File: src/rtl/mem_access_master_if.sv
// mem_access_master_if: client request, write-data, read-data and
// memory-side signals of the burst memory master.
interface mem_access_master_if;
  logic        req_valid;
  logic        req_ready;
  logic        req_wr;
  logic [3:0]  req_addr;
  logic [3:0]  req_len;
  logic        wd_valid;
  logic        wd_ready;
  logic [15:0] wd_data;
  logic        rd_valid;
  logic        rd_last;
  logic [15:0] rd_data;
  logic        done;
  logic        err;
  logic [3:0]  err_addr;
  logic        MEMR;
  logic        MEMW;
  logic [3:0]  ADDR;
  logic [15:0] WDATA;
  logic [15:0] MRDATA;

  modport master (
    input  req_valid, req_wr, req_addr, req_len,
    input  wd_valid, wd_data, MRDATA,
    output req_ready, wd_ready, rd_valid, rd_last,
    output rd_data, done, err, err_addr,
    output MEMR, MEMW, ADDR, WDATA
  );

  modport slave (
    output req_valid, req_wr, req_addr, req_len,
    output wd_valid, wd_data, MRDATA,
    input  req_ready, wd_ready, rd_valid, rd_last,
    input  rd_data, done, err, err_addr,
    input  MEMR, MEMW, ADDR, WDATA
  );
endinterface

File: src/rtl/mem_access_master.sv
// mem_access_master: 1..16 beat read/write bursts to a 16-word memory.
// Define MEM_MASTER_WRITE_VERIFY_EN to read back and check each write.
module mem_access_master (
  input logic CLK,
  input logic RST,
  mem_access_master_if.master bus
);
  typedef enum logic [2:0] {
    IDLE, RD_BURST, RD_DRAIN, WR_BURST, WR_VERIFY, DONE
  } state_t;

  state_t      state_q, state_d;
  logic [3:0]  cnt_q, cnt_d;
  logic [3:0]  ptr_q, ptr_d;
  logic [3:0]  addr_q, addr_d;
  logic        more_q, more_d;
  logic        memr_q, memr_d;
  logic        memw_q, memw_d;
  logic [15:0] wdata_q, wdata_d;
  logic        rdp_q, rdp_d;
  logic        rd_valid_q, rd_valid_d;
  logic        rd_last_q, rd_last_d;
  logic [15:0] rd_data_q, rd_data_d;
  logic        done_q, done_d;
  logic        wd_ready_q, wd_ready_d;
  logic        wr_hs;
`ifdef MEM_MASTER_WRITE_VERIFY_EN
  logic        chk_q, chk_d;
  logic        err_q, err_d;
  logic [3:0]  err_addr_q, err_addr_d;
`endif

  assign wr_hs = bus.wd_valid & wd_ready_q;

  always_comb begin
    state_d    = state_q;
    cnt_d      = cnt_q;
    ptr_d      = ptr_q;
    addr_d     = addr_q;
    more_d     = more_q;
    wdata_d    = wdata_q;
    memr_d     = 1'b0;
    memw_d     = 1'b0;
    rdp_d      = 1'b0;
    rd_last_d  = 1'b0;
    done_d     = 1'b0;
    wd_ready_d = 1'b0;
    // rdp marks the cycle in which MRDATA of a read beat is valid
    rd_valid_d = rdp_q;
    rd_data_d  = rdp_q ? bus.MRDATA : rd_data_q;
`ifdef MEM_MASTER_WRITE_VERIFY_EN
    chk_d      = 1'b0;
    err_d      = err_q;
    err_addr_d = err_addr_q;
`endif
    unique case (state_q)
      IDLE: begin
        if (bus.req_valid) begin
          cnt_d = bus.req_len;
          if (bus.req_wr) begin
            ptr_d      = bus.req_addr;
            more_d     = 1'b1;
            wd_ready_d = 1'b1;
            state_d    = WR_BURST;
          end else begin
            memr_d  = 1'b1;
            addr_d  = bus.req_addr;
            state_d = RD_BURST;
          end
        end
      end
      RD_BURST: begin
        rdp_d = 1'b1;
        if (cnt_q == 4'd0) begin
          state_d = RD_DRAIN;
        end else begin
          memr_d = 1'b1;
          addr_d = addr_q + 4'd1;
          cnt_d  = cnt_q - 4'd1;
        end
      end
      RD_DRAIN: begin
        rd_last_d = 1'b1;
        done_d    = 1'b1;
        state_d   = DONE;
      end
      WR_BURST: begin
`ifdef MEM_MASTER_WRITE_VERIFY_EN
        if (chk_q && !err_q && (bus.MRDATA != wdata_q)) begin
          err_d      = 1'b1;
          err_addr_d = addr_q;
        end
        if (memw_q) begin
          memr_d  = 1'b1;
          state_d = WR_VERIFY;
        end else
`endif
        if (wr_hs) begin
          memw_d  = 1'b1;
          addr_d  = ptr_q;
          wdata_d = bus.wd_data;
          ptr_d   = ptr_q + 4'd1;
          cnt_d   = cnt_q - 4'd1;
          more_d  = (cnt_q != 4'd0);
`ifdef MEM_MASTER_WRITE_VERIFY_EN
          wd_ready_d = 1'b0;
`else
          wd_ready_d = (cnt_q != 4'd0);
`endif
        end else if (more_q) begin
          wd_ready_d = 1'b1;
        end else begin
          done_d  = 1'b1;
          state_d = DONE;
        end
      end
      WR_VERIFY: begin
`ifdef MEM_MASTER_WRITE_VERIFY_EN
        chk_d      = 1'b1;
        wd_ready_d = more_q;
        state_d    = WR_BURST;
`else
        state_d = IDLE;
`endif
      end
      DONE:    state_d = IDLE;
      default: state_d = IDLE;
    endcase
  end

  always_ff @(posedge CLK or posedge RST) begin
    if (RST) begin
      state_q    <= IDLE;
      cnt_q      <= '0;
      ptr_q      <= '0;
      addr_q     <= '0;
      more_q     <= 1'b0;
      memr_q     <= 1'b0;
      memw_q     <= 1'b0;
      wdata_q    <= '0;
      rdp_q      <= 1'b0;
      rd_valid_q <= 1'b0;
      rd_last_q  <= 1'b0;
      rd_data_q  <= '0;
      done_q     <= 1'b0;
      wd_ready_q <= 1'b0;
`ifdef MEM_MASTER_WRITE_VERIFY_EN
      chk_q      <= 1'b0;
      err_q      <= 1'b0;
      err_addr_q <= '0;
`endif
    end else begin
      state_q    <= state_d;
      cnt_q      <= cnt_d;
      ptr_q      <= ptr_d;
      addr_q     <= addr_d;
      more_q     <= more_d;
      memr_q     <= memr_d;
      memw_q     <= memw_d;
      wdata_q    <= wdata_d;
      rdp_q      <= rdp_d;
      rd_valid_q <= rd_valid_d;
      rd_last_q  <= rd_last_d;
      rd_data_q  <= rd_data_d;
      done_q     <= done_d;
      wd_ready_q <= wd_ready_d;
`ifdef MEM_MASTER_WRITE_VERIFY_EN
      chk_q      <= chk_d;
      err_q      <= err_d;
      err_addr_q <= err_addr_d;
`endif
    end
  end

  assign bus.req_ready = (state_q == IDLE);
  assign bus.wd_ready  = wd_ready_q;
  assign bus.rd_valid  = rd_valid_q;
  assign bus.rd_last   = rd_last_q;
  assign bus.rd_data   = rd_data_q;
  assign bus.done      = done_q;
  assign bus.MEMR      = memr_q;
  assign bus.MEMW      = memw_q;
  assign bus.ADDR      = addr_q;
  assign bus.WDATA     = wdata_q;
`ifdef MEM_MASTER_WRITE_VERIFY_EN
  assign bus.err       = err_q;
  assign bus.err_addr  = err_addr_q;
`else
  assign bus.err       = 1'b0;
  assign bus.err_addr  = 4'd0;
`endif
endmodule

File: src/flat_wrapper.sv
// flat-port wrapper written by rule: the top's interface ports become plain ports
module mem_access_master_flat 
  (CLK, RST, bus_req_valid, bus_req_wr, bus_req_addr, bus_req_len, bus_wd_valid, bus_wd_data, bus_MRDATA, bus_req_ready, bus_wd_ready, bus_rd_valid, bus_rd_last, bus_rd_data, bus_done, bus_err, bus_err_addr, bus_MEMR, bus_MEMW, bus_ADDR, bus_WDATA);
  mem_access_master_if bus_i ();
  input logic CLK;
  input logic RST;
  input wire logic [$bits(bus_i.req_valid)-1:0] bus_req_valid;
  input wire logic [$bits(bus_i.req_wr)-1:0] bus_req_wr;
  input wire logic [$bits(bus_i.req_addr)-1:0] bus_req_addr;
  input wire logic [$bits(bus_i.req_len)-1:0] bus_req_len;
  input wire logic [$bits(bus_i.wd_valid)-1:0] bus_wd_valid;
  input wire logic [$bits(bus_i.wd_data)-1:0] bus_wd_data;
  input wire logic [$bits(bus_i.MRDATA)-1:0] bus_MRDATA;
  output wire logic [$bits(bus_i.req_ready)-1:0] bus_req_ready;
  output wire logic [$bits(bus_i.wd_ready)-1:0] bus_wd_ready;
  output wire logic [$bits(bus_i.rd_valid)-1:0] bus_rd_valid;
  output wire logic [$bits(bus_i.rd_last)-1:0] bus_rd_last;
  output wire logic [$bits(bus_i.rd_data)-1:0] bus_rd_data;
  output wire logic [$bits(bus_i.done)-1:0] bus_done;
  output wire logic [$bits(bus_i.err)-1:0] bus_err;
  output wire logic [$bits(bus_i.err_addr)-1:0] bus_err_addr;
  output wire logic [$bits(bus_i.MEMR)-1:0] bus_MEMR;
  output wire logic [$bits(bus_i.MEMW)-1:0] bus_MEMW;
  output wire logic [$bits(bus_i.ADDR)-1:0] bus_ADDR;
  output wire logic [$bits(bus_i.WDATA)-1:0] bus_WDATA;
  assign bus_i.req_valid = bus_req_valid;
  assign bus_i.req_wr = bus_req_wr;
  assign bus_i.req_addr = bus_req_addr;
  assign bus_i.req_len = bus_req_len;
  assign bus_i.wd_valid = bus_wd_valid;
  assign bus_i.wd_data = bus_wd_data;
  assign bus_i.MRDATA = bus_MRDATA;
  assign bus_req_ready = bus_i.req_ready;
  assign bus_wd_ready = bus_i.wd_ready;
  assign bus_rd_valid = bus_i.rd_valid;
  assign bus_rd_last = bus_i.rd_last;
  assign bus_rd_data = bus_i.rd_data;
  assign bus_done = bus_i.done;
  assign bus_err = bus_i.err;
  assign bus_err_addr = bus_i.err_addr;
  assign bus_MEMR = bus_i.MEMR;
  assign bus_MEMW = bus_i.MEMW;
  assign bus_ADDR = bus_i.ADDR;
  assign bus_WDATA = bus_i.WDATA;
  mem_access_master u_core (.CLK(CLK), .RST(RST), .bus(bus_i));
endmodule
File: config.mk
export PLATFORM = sky130hd
export DESIGN_NAME = mem_access_master_flat
export DESIGN_NICKNAME = d
export VERILOG_FILES = /design/src/rtl/mem_access_master_if.sv /design/src/rtl/mem_access_master.sv /design/src/flat_wrapper.sv
export SDC_FILE = /design/constraint.sdc
export NUM_CORES = 1
export LEC_CHECK = 0
export ABC_CLOCK_PERIOD_IN_PS = 1860
export CAP_MARGIN = 10
export CORE_MARGIN = 1
export CORE_UTILIZATION = 45
export CTS_CLUSTER_DIAMETER = 200
export DETAILED_ROUTE_END_ITERATION = 12
export GPL_TIMING_DRIVEN = 0
export PLACE_DENSITY_LB_ADDON = 0.15
export SETUP_SLACK_MARGIN = 0.05
export SYNTH_ARGS = -nofsm -noshare
export SYNTH_HDL_FRONTEND = slang
export SYNTH_SLANG_ARGS = --single-unit
File: constraint.sdc
create_clock -name CLK -period 1.86 [get_ports CLK]
set_input_delay 0.372 -clock CLK [delete_from_list [all_inputs] [get_ports CLK]]
set_output_delay 0.372 -clock CLK [all_outputs]
set_load 0.05 [all_outputs]
# After elaboration in Yosys (flattened, before gate mapping)
# Index checks and enable logic that the tools add are counted.
# op_classes
addsub	3
n_eq_ne	11
mux	39
n_bitwise	1
reduce_logical	10
# op_table
cell	n
4-bit 2-to-1 mux	10
4-bit case mux with 3 select lines	2
1-bit 2-to-1 mux	16
3-bit 2-to-1 mux	4
2-bit inequality test, second input constant	6
3-bit case mux with 4 select lines	1
4-bit AND reduction	3
4-bit by 1-bit adder with 4-bit output, second input constant	2
1-bit case mux with 2 select lines	4
4-bit case mux with 2 select lines	1
3-bit by 2-bit == test with 1-bit output, second input constant	2
5-bit AND reduction	1
4-bit logical NOT	1
2-bit by 1-bit inequality test with 1-bit output, second input constant	2
4-bit nonzero test	1
4-bit by 1-bit subtractor with 4-bit output, second input constant	1
3-bit by 1-bit == test with 1-bit output, second input constant	1
3-bit logical NOT	1
3-bit nonzero test	1
2-bit 2-to-1 mux	1
2-bit AND reduction	1
2-bit nonzero test	1
1-bit bitwise AND	1
# totals
regBits	55
inputBits	45
out_inout_bits	48

# Logic depth before layout (Yosys ltp)
# Gate-level depths: netlist of run 1.
# depth
word_depth	3
depth_mapped	6

# Worst setup path after synthesis of run 1
# No wires, ideal clock.
# synth_timing
path_type	register to output
startpoint	reg u_core.state_q[1]
endpoint	out bus_req_ready
arrival_ns	1.882
path_slack_ns	-0.394
path_stages_with_launch	4
n_path_buf	2
path_cell_list	dfrtp_1 buf_2 buf_1 nor3_1
# synth_via
elab_chain_len	1
# synth_rtl
element	line	source
from (decl)	mem_access_master.sv:12	state_t state_q, state_d;
from (signal assigned)	mem_access_master.sv:153	state_q <= state_d;
3-bit logical NOT	mem_access_master.sv:175	assign bus.req_ready = (state_q == IDLE);
to (decl)	flat_wrapper.sv:14	output wire logic [$bits(bus_i.req_ready)-1:0] bus_req_ready;
# No other way between the ends.

# Final worst setup path of run 1
# Same ends and word-level chain as after synthesis.

==> flow_metrics.py, run 1 <==
metrics = {
    "outcome": {
        "outcome": "finished clean",
    },
    "cts": {
        "htree_levels": 2,
        "cts_sinks": 55,
        "cts_tree": "built",
        "root_buffer": "clkbuf_8",
        "numCtsBuffers": 5,
        "path_clk_slew_ps": 100,
        "cts_hold_buf": 0,
        "clk_latency_ps": 310,
        "clockBufferDepth": 2,
    },
    "drt": {
        "ant_nets": 0,
        "drc_errors": 0,
        "drt_pass1_iterations": 4,
        "dr.first_iter.drc_count": 91,
        "via_count": 1977,
        "via_per_inst": 5.005,
        "totalWireLength_mm": 5.596,
        "avgRoutedWirePerCell_microns": 14.17,
    },
    "final_layout": {
        "seq_area_sq_um": 1378,
        "drive_above_1_share": 0.2322,
        "syn_to_final_growth_pct": 44.30,
        "nets": 370,
        "finalInstanceArea_sq_um": 3705,
        "fillers": 437,
        "fin_cells": 395,
        "antenna_cells": 0,
        "multiInputGateArea_sq_um": 1094,
    },
    "setup_path": {
        "ff2ff_path_depth": 6,
        "r2r_end": "u_core.bus.WDATA[15]",
        "cp_slowest_stage_delay_ps": 430,
        "cp_top_family": "buffers and inverters",
        "worstSetupEndpointType": "output pin",
        "crit_top_cell": "buf_6",
        "crit_required_ps": 1490,
        "worst_path_max_delay_cell": "dfrtp_1",
        "start_kind": "flop",
        "path_class": "reg -> out",
        "worstPathArrival_ps": 1430,
        "worst-path-buf-inv": 3,
        "cp_max_fo": 10,
        "reg2reg_slack_ps": 100,
        "reg2reg_from": "u_core.state_q[2]",
        "crit_chain": "buf_6 > buf_6 > nor3_4 > buf_6",
    },
    "timing": {
        "worstMarginPinSlew_ps": 518.7,
        "finalHoldViolCount": 0,
        "clock_skew_ps": 10.12,
        "setup-tns-final_ps": 0,
        "rsz0062_at_grt": "true",
        "slew_violations": 0,
        "finalCritPeriodShare": 0.9678,
        "relSlewSlack": 0.6556,
        "max_clock_freq_ghz": 0.5555,
        "min_period_ps": 1800,
        "finalSetupViolCount": 0,
        "hold_ws_ps": 322.2,
    },
    "global_route": {
        "grt_max_degree": 42,
        "grt_pass1_vias": 1853,
        "antenna_found_initial": 0,
        "grt.overflow.total": 0,
        "grt_use_total": 0.1949,
        "grt_pass1_wl_mm": 9.066,
    },
    "synth": {
        "synth_seq_cells": 55,
        "yosys.area.top_type": "dfrtp_1",
        "synth_cell_type_count": 48,
        "netlist_area_sq_um": 2567,
        "synth_area_leaders": "dfrtp_1 (54%), mux2_2 (10%), mux2_4 (5.3%)",
        "yosys.area.top_type_share": 0.5361,
        "postSynthAreaPerCell_sq_um": 11.89,
        "synthCells": 216,
        "yosysMostFrequentCell": "dfrtp_1",
        "ys_warn_count": 0,
        "synth_edf_count": 0,
        "synth_common_cells": "dfrtp_1 (55), mux2_2 (23), a21oi_1 (19)",
        "async_reset_ff_frac": 1.000,
        "synth_top_flop_cell": "dfrtp_1",
        "yosysSeqAreaShare": 0.5361,
    },
    "placed_design": {
        "placed_cells": 380,
        "place_area_sq_um": 3568,
        "hpwl_mm": 4.143,
        "gp_congestion": 0.8446,
        "port_buffers": 87,
    },
    "flow_run": {
        "maxCapViolCount": 0,
    },
    "die": {
        "die_x_microns": 77.54,
        "core-area_sq_um": 5507,
        "die_height_microns": 77.54,
        "dieArea_sq_um": 6012,
        "row_count": 27,
        "start_util": 0.4663,
        "io_pins": 93,
    },
    "worst_hold_path": {
        "hp-class": "in -> async",
    },
    "pwr": {
        "p_leak_nw": 1.709,
        "total_power_w": 0.007101,
        "ir_drop_v": 0.001012,
        "p_per_area_nw_per_um2": 1917,
    },
}
-- kinds of logic after synthesis --
family | share of synthesized area
fa+ha+maj | 0.01462
buf+inv | 0.05117
other cells | 0.001461
simple gates | 0.1131
mux | 0.1730
compound gates | 0.1072
flops | 0.5361
xor+xnor | 0.003412
-- registers in the layout, summed over array words and instances (netlist names) --
register / count
u_core.rd_valid_d: 1
u_core.bus.done: 1
u_core.bus.MEMR: 1
u_core.bus.rd_data: 16
u_core.bus.WDATA: 16
u_core.bus.MEMW: 1
u_core.bus.ADDR: 4
u_core.bus.rd_last: 1
u_core.cnt_q: 4
u_core.more_q: 1
u_core.bus.wd_ready: 1
u_core.bus.rd_valid: 1
u_core.ptr_q: 4
u_core.state_q: 3
-- worst register-to-register path: stages (launching register included) --
cell	delay, ps
dfrtp_2	470
and3b_1	240
buf_6	130
and3_4	180
buf_6	130
buf_6	180
mux2_4	320
-- report_power, final --
group	internal (W)	leakage [nW]	switching, W
clock network	0.000304	0.0474	0.000384
registers	0.00176	0.660	0.000349
logic	0.00156	1.00	0.00274
total	0.00363	1.71	0.00347
-- how the worst max path moves through the flow --
stage | to | slack [ps] | startpoint | cells past startpoint
2_1_floorplan | bus_req_ready | 60 | u_core.state_q[1] | 3
3_3_place_gp | u_core.bus.ADDR[3] | -880 | RST | 2
3_5_place_dp | bus_req_ready | -400 | u_core.state_q[1] | 4
4_1_cts | bus_req_ready | 30 | u_core.state_q[1] | 4
5_1_grt | bus_req_ready | 8 | u_core.state_q[1] | 4
6_report | bus_req_ready | 60 | u_core.state_q[1] | 4
-- stage by stage --
step / utilization / setup slack (ps)
after floorplan: - / 55.93
after global placement: 0.6444 / -882.1
after detailed placement: 0.6480 / -401.9
after CTS: 0.6655 / 25.49
after global routing: 0.6728 / 8.426
final: 0.6728 / 59.95
-- final cells by class --
type                            count  area share
Timing Repair Buffer               95      0.2408
Inverter                            7    0.007092
Clock inverter                      2    0.004390
Buffer                             16     0.03411
Clock buffer                        6     0.02229
Tap cell                           72     0.02432
Sequential cell                    55      0.3718
Multi-Input combinational cell    142      0.2952
-- routing by layer --
metal  vias to the layer above  GRT usage  wire length (microns)
met3                         5    0.04471                    281
met5                         -          0                      0
li1                        964          -                      -
met1                       940     0.2592                   2619
met4                         0    0.06226                     71
met2                        68     0.3150                   2623
-- cells in the final DEF (no fill, tap or decap), types with 2 or more instances in the layout --
cell type,netlist,routed
a211oi_1,2,2
nand2_1,9,9
nor2_1,17,17
o21ai_0,3,3
mux2_4,9,9
mux2i_1,5,5
buf_4,5,12
nand3_1,6,6
mux2_2,23,23
a21oi_1,19,19
nor4_1,2,2
clkdlybuf4s50_1,0,44
a31oi_1,3,3
ha_1,3,3
buf_6,3,7
conb_1,1,5
nand2b_1,4,4
clkbuf_1,3,2
dfrtp_1,55,54
clkbuf_8,0,6
inv_1,7,6
nor2b_1,3,3
nor3_1,4,3
dlygate4sd2_1,0,42
-- what timing repair did --
| item | 4_1_cts | 5_1_grt |
|---|---|---|
| setup endpoints to repair | 48 | 11 |
| resized for setup | 57 | 5 |
| hold endpoints to repair | 0 | 0 |
| pin swaps | 0 | 2 |
| cloned | 0 | 0 |
| setup buffers | 3 | 4 |
(Power assumes the default switching activity.)
==> inputs of run 2 (changes only) <==
--- a/config.mk
+++ b/config.mk
@@ -9,7 +9,9 @@
 export CAP_MARGIN = 10
 export CORE_MARGIN = 1
 export CORE_UTILIZATION = 45
+export CTS_BUF_LIST = sky130_fd_sc_hd__clkbuf_16
 export CTS_CLUSTER_DIAMETER = 200
+export CTS_CLUSTER_SIZE = 24
 export DETAILED_ROUTE_END_ITERATION = 12
 export GPL_TIMING_DRIVEN = 0
 export PLACE_DENSITY_LB_ADDON = 0.15
==> flow_metrics.py, run 2 (same netlist as run 1, synthesis figures left out) <==
metrics = {
    "outcome": {
        "outcome": "finished clean",
    },
    "global_route": {
        "grt_pass1_wl_mm": 9.211,
        "grt_use_total": 0.1969,
        "grt.overflow.total": 0,
        "antenna_found_initial": 0,
        "grt_max_degree": 42,
        "grt_pass1_vias": 1874,
    },
    "setup_path": {
        "worst_path_max_delay_cell": "clkdlybuf4s50_1",
        "path_class": "reg -> out",
        "crit_chain": "clkdlybuf4s50_1",
        "cp_top_family": "buffers and inverters",
        "worst-path-buf-inv": 1,
        "cp_max_fo": 1,
        "cp_slowest_stage_delay_ps": 790,
        "worstPathArrival_ps": 1390,
        "reg2reg_slack_ps": 110,
        "crit_required_ps": 1490,
        "start_kind": "flop",
        "worstSetupEndpointType": "output pin",
    },
    "final_layout": {
        "drive_above_1_share": 0.2219,
        "seq_area_sq_um": 1378,
        "fillers": 433,
        "mostFrequentLayoutCell": "dfrtp_1",
        "syn_to_final_growth_pct": 47.22,
        "layout_common_cells": "dfrtp_1 (54), clkdlybuf4s50_1 (46), dlygate4sd2_1 (26), mux2_2 (23), a21oi_1 (19)",
        "antenna_cells": 0,
        "multiInputGateArea_sq_um": 1094,
        "nets": 367,
    },
    "timing": {
        "max_clock_freq_ghz": 0.5660,
        "finalHoldViolCount": 0,
        "slew_violations": 0,
        "relSlewSlack": 0.6513,
        "rsz0062_at_grt": "false",
        "finalCritPeriodShare": 0.9498,
        "finalSetupViolCount": 0,
        "min_period_ps": 1767,
        "clock_skew_ps": 8.160,
        "fin_ws_ps": 93.30,
        "worstMarginPinSlew_ps": 522.2,
    },
    "pwr": {
        "p_per_area_nw_per_um2": 1952,
        "p_comb_frac": 0.590,
        "p_seq_frac": 0.287,
        "ir_drop_v": 0.001024,
        "p_sw_w": 0.003500,
        "p_int_w": 0.003880,
        "total_power_w": 0.007380,
        "p_leak_nw": 1.823,
        "p_sw_frac": 0.4743,
        "p_clk_frac": 0.123,
    },
    "placed_design": {
        "hpwl_mm": 4.143,
        "place_ws_ps": -401.9,
        "gp_congestion": 0.8446,
        "port_buffers": 87,
    },
    "cts": {
        "root_buffer": "clkbuf_16",
        "cts_hold_buf": 0,
        "cts_sinks": 55,
        "cts_tree": "built",
        "path_clk_slew_ps": 70,
        "numCtsBuffers": 5,
        "clockBufferDepth": 2,
        "htree_levels": 2,
        "clk_latency_ps": 290,
    },
    "drt": {
        "drc_errors": 0,
        "avgRoutedWirePerCell_microns": 14.57,
        "ant_nets": 0,
        "totalWireLength_mm": 5.710,
        "via_count": 1976,
        "via_per_inst": 5.041,
        "dr.first_iter.drc_count": 133,
        "drt_pass1_iterations": 4,
    },
    "die": {
        "die_height_microns": 77.54,
        "row_count": 27,
        "io_pins": 93,
        "core-area_sq_um": 5507,
        "start_util": 0.4663,
        "die_x_microns": 77.54,
        "dieArea_sq_um": 6012,
    },
    "flow_run": {
        "maxCapViolCount": 0,
    },
    "worst_hold_path": {
        "hp-class": "in -> async",
    },
}
==> run 2: changes by cell type in the layout (fill, tap and decap cells not counted) <==
cell and change:
buf_4 -2, buf_6 -1, dlymetal6s2s_1 +14, dlygate4sd2_1 -16, clkdlybuf4s50_1 +2, clkbuf_16 +5, clkbuf_8 -6, clkinv_1 +1
==> run 2: timing repair <==
| action | CTS | global route |
|---|---|---|
| pin swaps | 0 | 2 |
| gates resized for setup | 41 | 18 |
| buffers inserted | 3 | 2 |
| endpoints found under the setup margin | 32 | 28 |
==> run 2: routing by layer <==
metal  track usage  vias up  part of all wire
met5             0        -                 0
met4       0.06038        0            0.0047
met3       0.03882        4             0.052
met2        0.3204       71              0.48
met1        0.2654      942              0.46
li1              -      959                 -
==> run 2: through the flow <==
step	hold slack (ps)	TNS (ps)	instance area [sq um]	utilization	cells
2_1_floorplan	351.9	0	2587	-	220
5_1_grt	368.8	0	3780	0.6864	392
3_3_place_gp	358.0	-50770	3548	0.6444	379
4_1_cts	353.9	0	3731	0.6776	391
3_5_place_dp	372.9	-2479	3568	0.6480	380
6_report	350.1	0	3780	0.6864	392
==> run 2: final cells by class <==
cell class | instances | share of cell area
Inverter | 7 | 0.006951
Clock buffer | 5 | 0.03310
Clock inverter | 3 | 0.005296
Multi-Input combinational cell | 142 | 0.2893
Tap cell | 72 | 0.02383
Buffer | 15 | 0.03045
Sequential cell | 55 | 0.3644
Timing Repair Buffer | 93 | 0.2466
==> run 2: worst register-to-register path, stage by stage (launching register included) <==
cell     delay [ps]
dfrtp_2         460
and3b_1         240
buf_6           130
and3_4          180
buf_6           130
buf_6           180
mux2_4          320
==> run 2: path summary, 6_finish.rpt <==
| kind | from | to | cells after the start |
|---|---|---|---|
| min reg2reg | u_core.rd_valid_d | u_core.bus.rd_valid | 0 |
| min | RST | u_core.bus.rd_data[7] | 2 |
| max in group asynchronous | RST | u_core.state_q[2] | 3 |
| max | u_core.bus.done | bus_done | 1 |
| max reg2reg | u_core.state_q[2] | u_core.bus.WDATA[15] | 6 |
| min in group CLK | u_core.rd_valid_d | u_core.bus.rd_valid | 0 |
==> run 2: power groups by stage <==
stage                     registers [W]  logic (W)  clock network [W]
final                           0.00212    0.00435           0.000911
after CTS                       0.00212    0.00437           0.000937
after detailed placement        0.00215    0.00445                  0
after floorplan                 0.00362    0.00162                  0
after global placement          0.00211    0.00439                  0
after global routing            0.00221    0.00463           0.000983
==> inputs of run 3 (changes only) <==
--- a/config.mk
+++ b/config.mk
@@ -8,9 +8,8 @@
 export ABC_CLOCK_PERIOD_IN_PS = 1860
 export CAP_MARGIN = 10
 export CORE_MARGIN = 1
-export CORE_UTILIZATION = 45
+export CORE_UTILIZATION = 30
 export CTS_BUF_LIST = sky130_fd_sc_hd__clkbuf_16
-export CTS_CLUSTER_DIAMETER = 200
 export CTS_CLUSTER_SIZE = 24
 export DETAILED_ROUTE_END_ITERATION = 12
 export GPL_TIMING_DRIVEN = 0
==> flow_metrics.py, run 3 (same netlist as run 1, synthesis figures left out) <==
metrics = {
    "placed_design": {
        "port_buffers": 87,
        "gp_congestion": 0.7981,
        "placed_cells": 413,
        "hpwl_mm": 4.218,
    },
    "drt": {
        "totalWireLength_mm": 5.899,
        "avgRoutedWirePerCell_microns": 13.69,
        "dr.first_iter.drc_count": 21,
        "drc_errors": 0,
        "drt_pass1_iterations": 4,
        "ant_nets": 0,
        "via_count": 2010,
        "via_per_inst": 4.664,
    },
    "die": {
        "row_count": 33,
        "die_height_microns": 94.51,
        "core-area_sq_um": 8258,
        "die_x_microns": 94.51,
        "start_util": 0.3109,
        "dieArea_sq_um": 8932,
        "io_pins": 93,
    },
    "setup_path": {
        "cp_slowest_stage_delay_ps": 800,
        "crit_chain": "clkdlybuf4s50_1",
        "reg2reg_from": "u_core.state_q[0]",
        "cp_top_family": "buffers and inverters",
        "worst-path-buf-inv": 1,
        "worstPathArrival_ps": 1400,
        "path_class": "reg -> out",
        "start_kind": "flop",
        "worstSetupEndpointType": "output pin",
        "worst_path_max_delay_cell": "clkdlybuf4s50_1",
        "ff2ff_path_depth": 5,
        "cp_max_fo": 1,
        "reg2reg_slack_ps": 120,
        "crit_required_ps": 1490,
        "r2r_end": "u_core.cnt_q[1]",
    },
    "worst_hold_path": {
        "min-delay-start": "u_core.rd_valid_d",
        "worstHoldPathCells": 0,
        "hp-class": "reg -> reg",
        "hold_end": "u_core.bus.rd_valid",
    },
    "global_route": {
        "antenna_found_initial": 0,
        "grt.overflow.total": 0,
        "grt_max_degree": 34,
        "grt_pass1_wl_mm": 9.308,
        "grt_use_total": 0.1333,
        "grt_pass1_vias": 1918,
    },
    "final_layout": {
        "drive_above_1_share": 0.2454,
        "layout_common_cells": "dfrtp_1 (54), clkdlybuf4s50_1 (44), dlygate4sd2_1 (27), mux2_2 (23), a21oi_1 (19)",
        "antenna_cells": 0,
        "mostFrequentLayoutCell": "dfrtp_1",
        "syn_to_final_growth_pct": 52.92,
        "post-route-util": 0.4755,
        "fin_cells": 431,
        "fillers": 823,
        "nets": 374,
    },
    "cts": {
        "cts_sinks": 55,
        "numCtsBuffers": 5,
        "htree_levels": 2,
        "cts_tree": "built",
        "clk_latency_ps": 280,
        "cts_hold_buf": 0,
        "root_buffer": "clkbuf_16",
        "clockBufferDepth": 2,
        "path_clk_slew_ps": 70,
    },
    "timing": {
        "finalSetupViolCount": 0,
        "slew_violations": 0,
        "worstMarginPinSlew_ps": 573.9,
        "hold_ws_ps": 395.5,
        "finalHoldViolCount": 0,
        "relSlewSlack": 0.6174,
        "rsz0062_at_grt": "false",
        "clock_skew_ps": 6.562,
        "min_period_ps": 1772,
        "finalCritPeriodShare": 0.9526,
        "max_clock_freq_ghz": 0.5644,
    },
    "pwr": {
        "ir_drop_v": 0.0008851,
        "p_leak_nw": 1.889,
        "p_per_area_nw_per_um2": 1941,
    },
    "flow_run": {
        "maxCapViolCount": 0,
    },
    "outcome": {
        "outcome": "finished clean",
    },
}
==> run 3: worst max-delay path by stage <==
stage	startpoint	slack [ps]	to	cells after the start
after floorplan	u_core.state_q[1]	60	bus_req_ready	3
after global placement	RST	-1020	u_core.bus.WDATA[14]	2
after detailed placement	u_core.state_q[1]	-400	bus_req_ready	4
after global routing	u_core.state_q[0]	40	bus_req_ready	4
after CTS	u_core.bus.rd_data[3]	50	bus_rd_data[3]	1
final	u_core.bus.MEMW	90	bus_MEMW	1
==> run 3: what timing repair did <==
item / 4_1_cts / 5_1_grt
buffers inserted: 3 / 8
resized for setup: 44 / 24
endpoints found under the setup margin: 42 / 32
pin swaps: 1 / 2
cloned: 0 / 0
==> run 3: worst reg2reg max path, stage by stage (launching register included) <==
cell and delay, ps:
dfrtp_1 390, clkbuf_4 190, or3b_2 470, o211ai_1 190, and2b_2 260, mux2i_1 180
==> run 3: metal layers <==
layer / routed length, microns / vias to the layer above / track usage
met4: 89 / 0 / 0.04293
met5: 0 / - / 0
met2: 2594 / 87 / 0.2095
met3: 496 / 9 / 0.03382
met1: 2719 / 942 / 0.1795
li1: - / 972 / -
==> run 3: final cells by class <==
cell class                      instances  area (sq um)  area share
Clock buffer                            5         125.1     0.03187
Timing Repair Buffer                   99         978.4      0.2492
Inverter                                7         26.28    0.006692
Clock inverter                          2         37.54    0.009560
Buffer                                 16         136.4     0.03474
Sequential cell                        55          1378      0.3509
Tap cell                              105         131.4     0.03346
Multi-Input combinational cell        142          1114      0.2836
==> run 3: through the flow <==
stage	TNS [ps]	total power, W	area [sq um]	setup slack, ps
after floorplan	0	0.005233	2587	55.93
after global placement	-58880	0.006561	3590	-1023
after detailed placement	-2762	0.006604	3610	-403.9
after CTS	0	0.007541	3791	50.14
after global routing	0	0.008114	3926	43.92
final	0	0.007622	3926	88.15
==> run 3: power by group <==
| part | switching, W | leakage, nW | internal [W] | total (W) |
|---|---|---|---|---|
| logic | 0.00278 | 1.15 | 0.00171 | 0.00449 |
| clock network | 0.000395 | 0.0759 | 0.000627 | 0.00102 |
| registers | 0.000344 | 0.660 | 0.00177 | 0.00211 |
| total | 0.00352 | 1.89 | 0.00411 | 0.00762 |
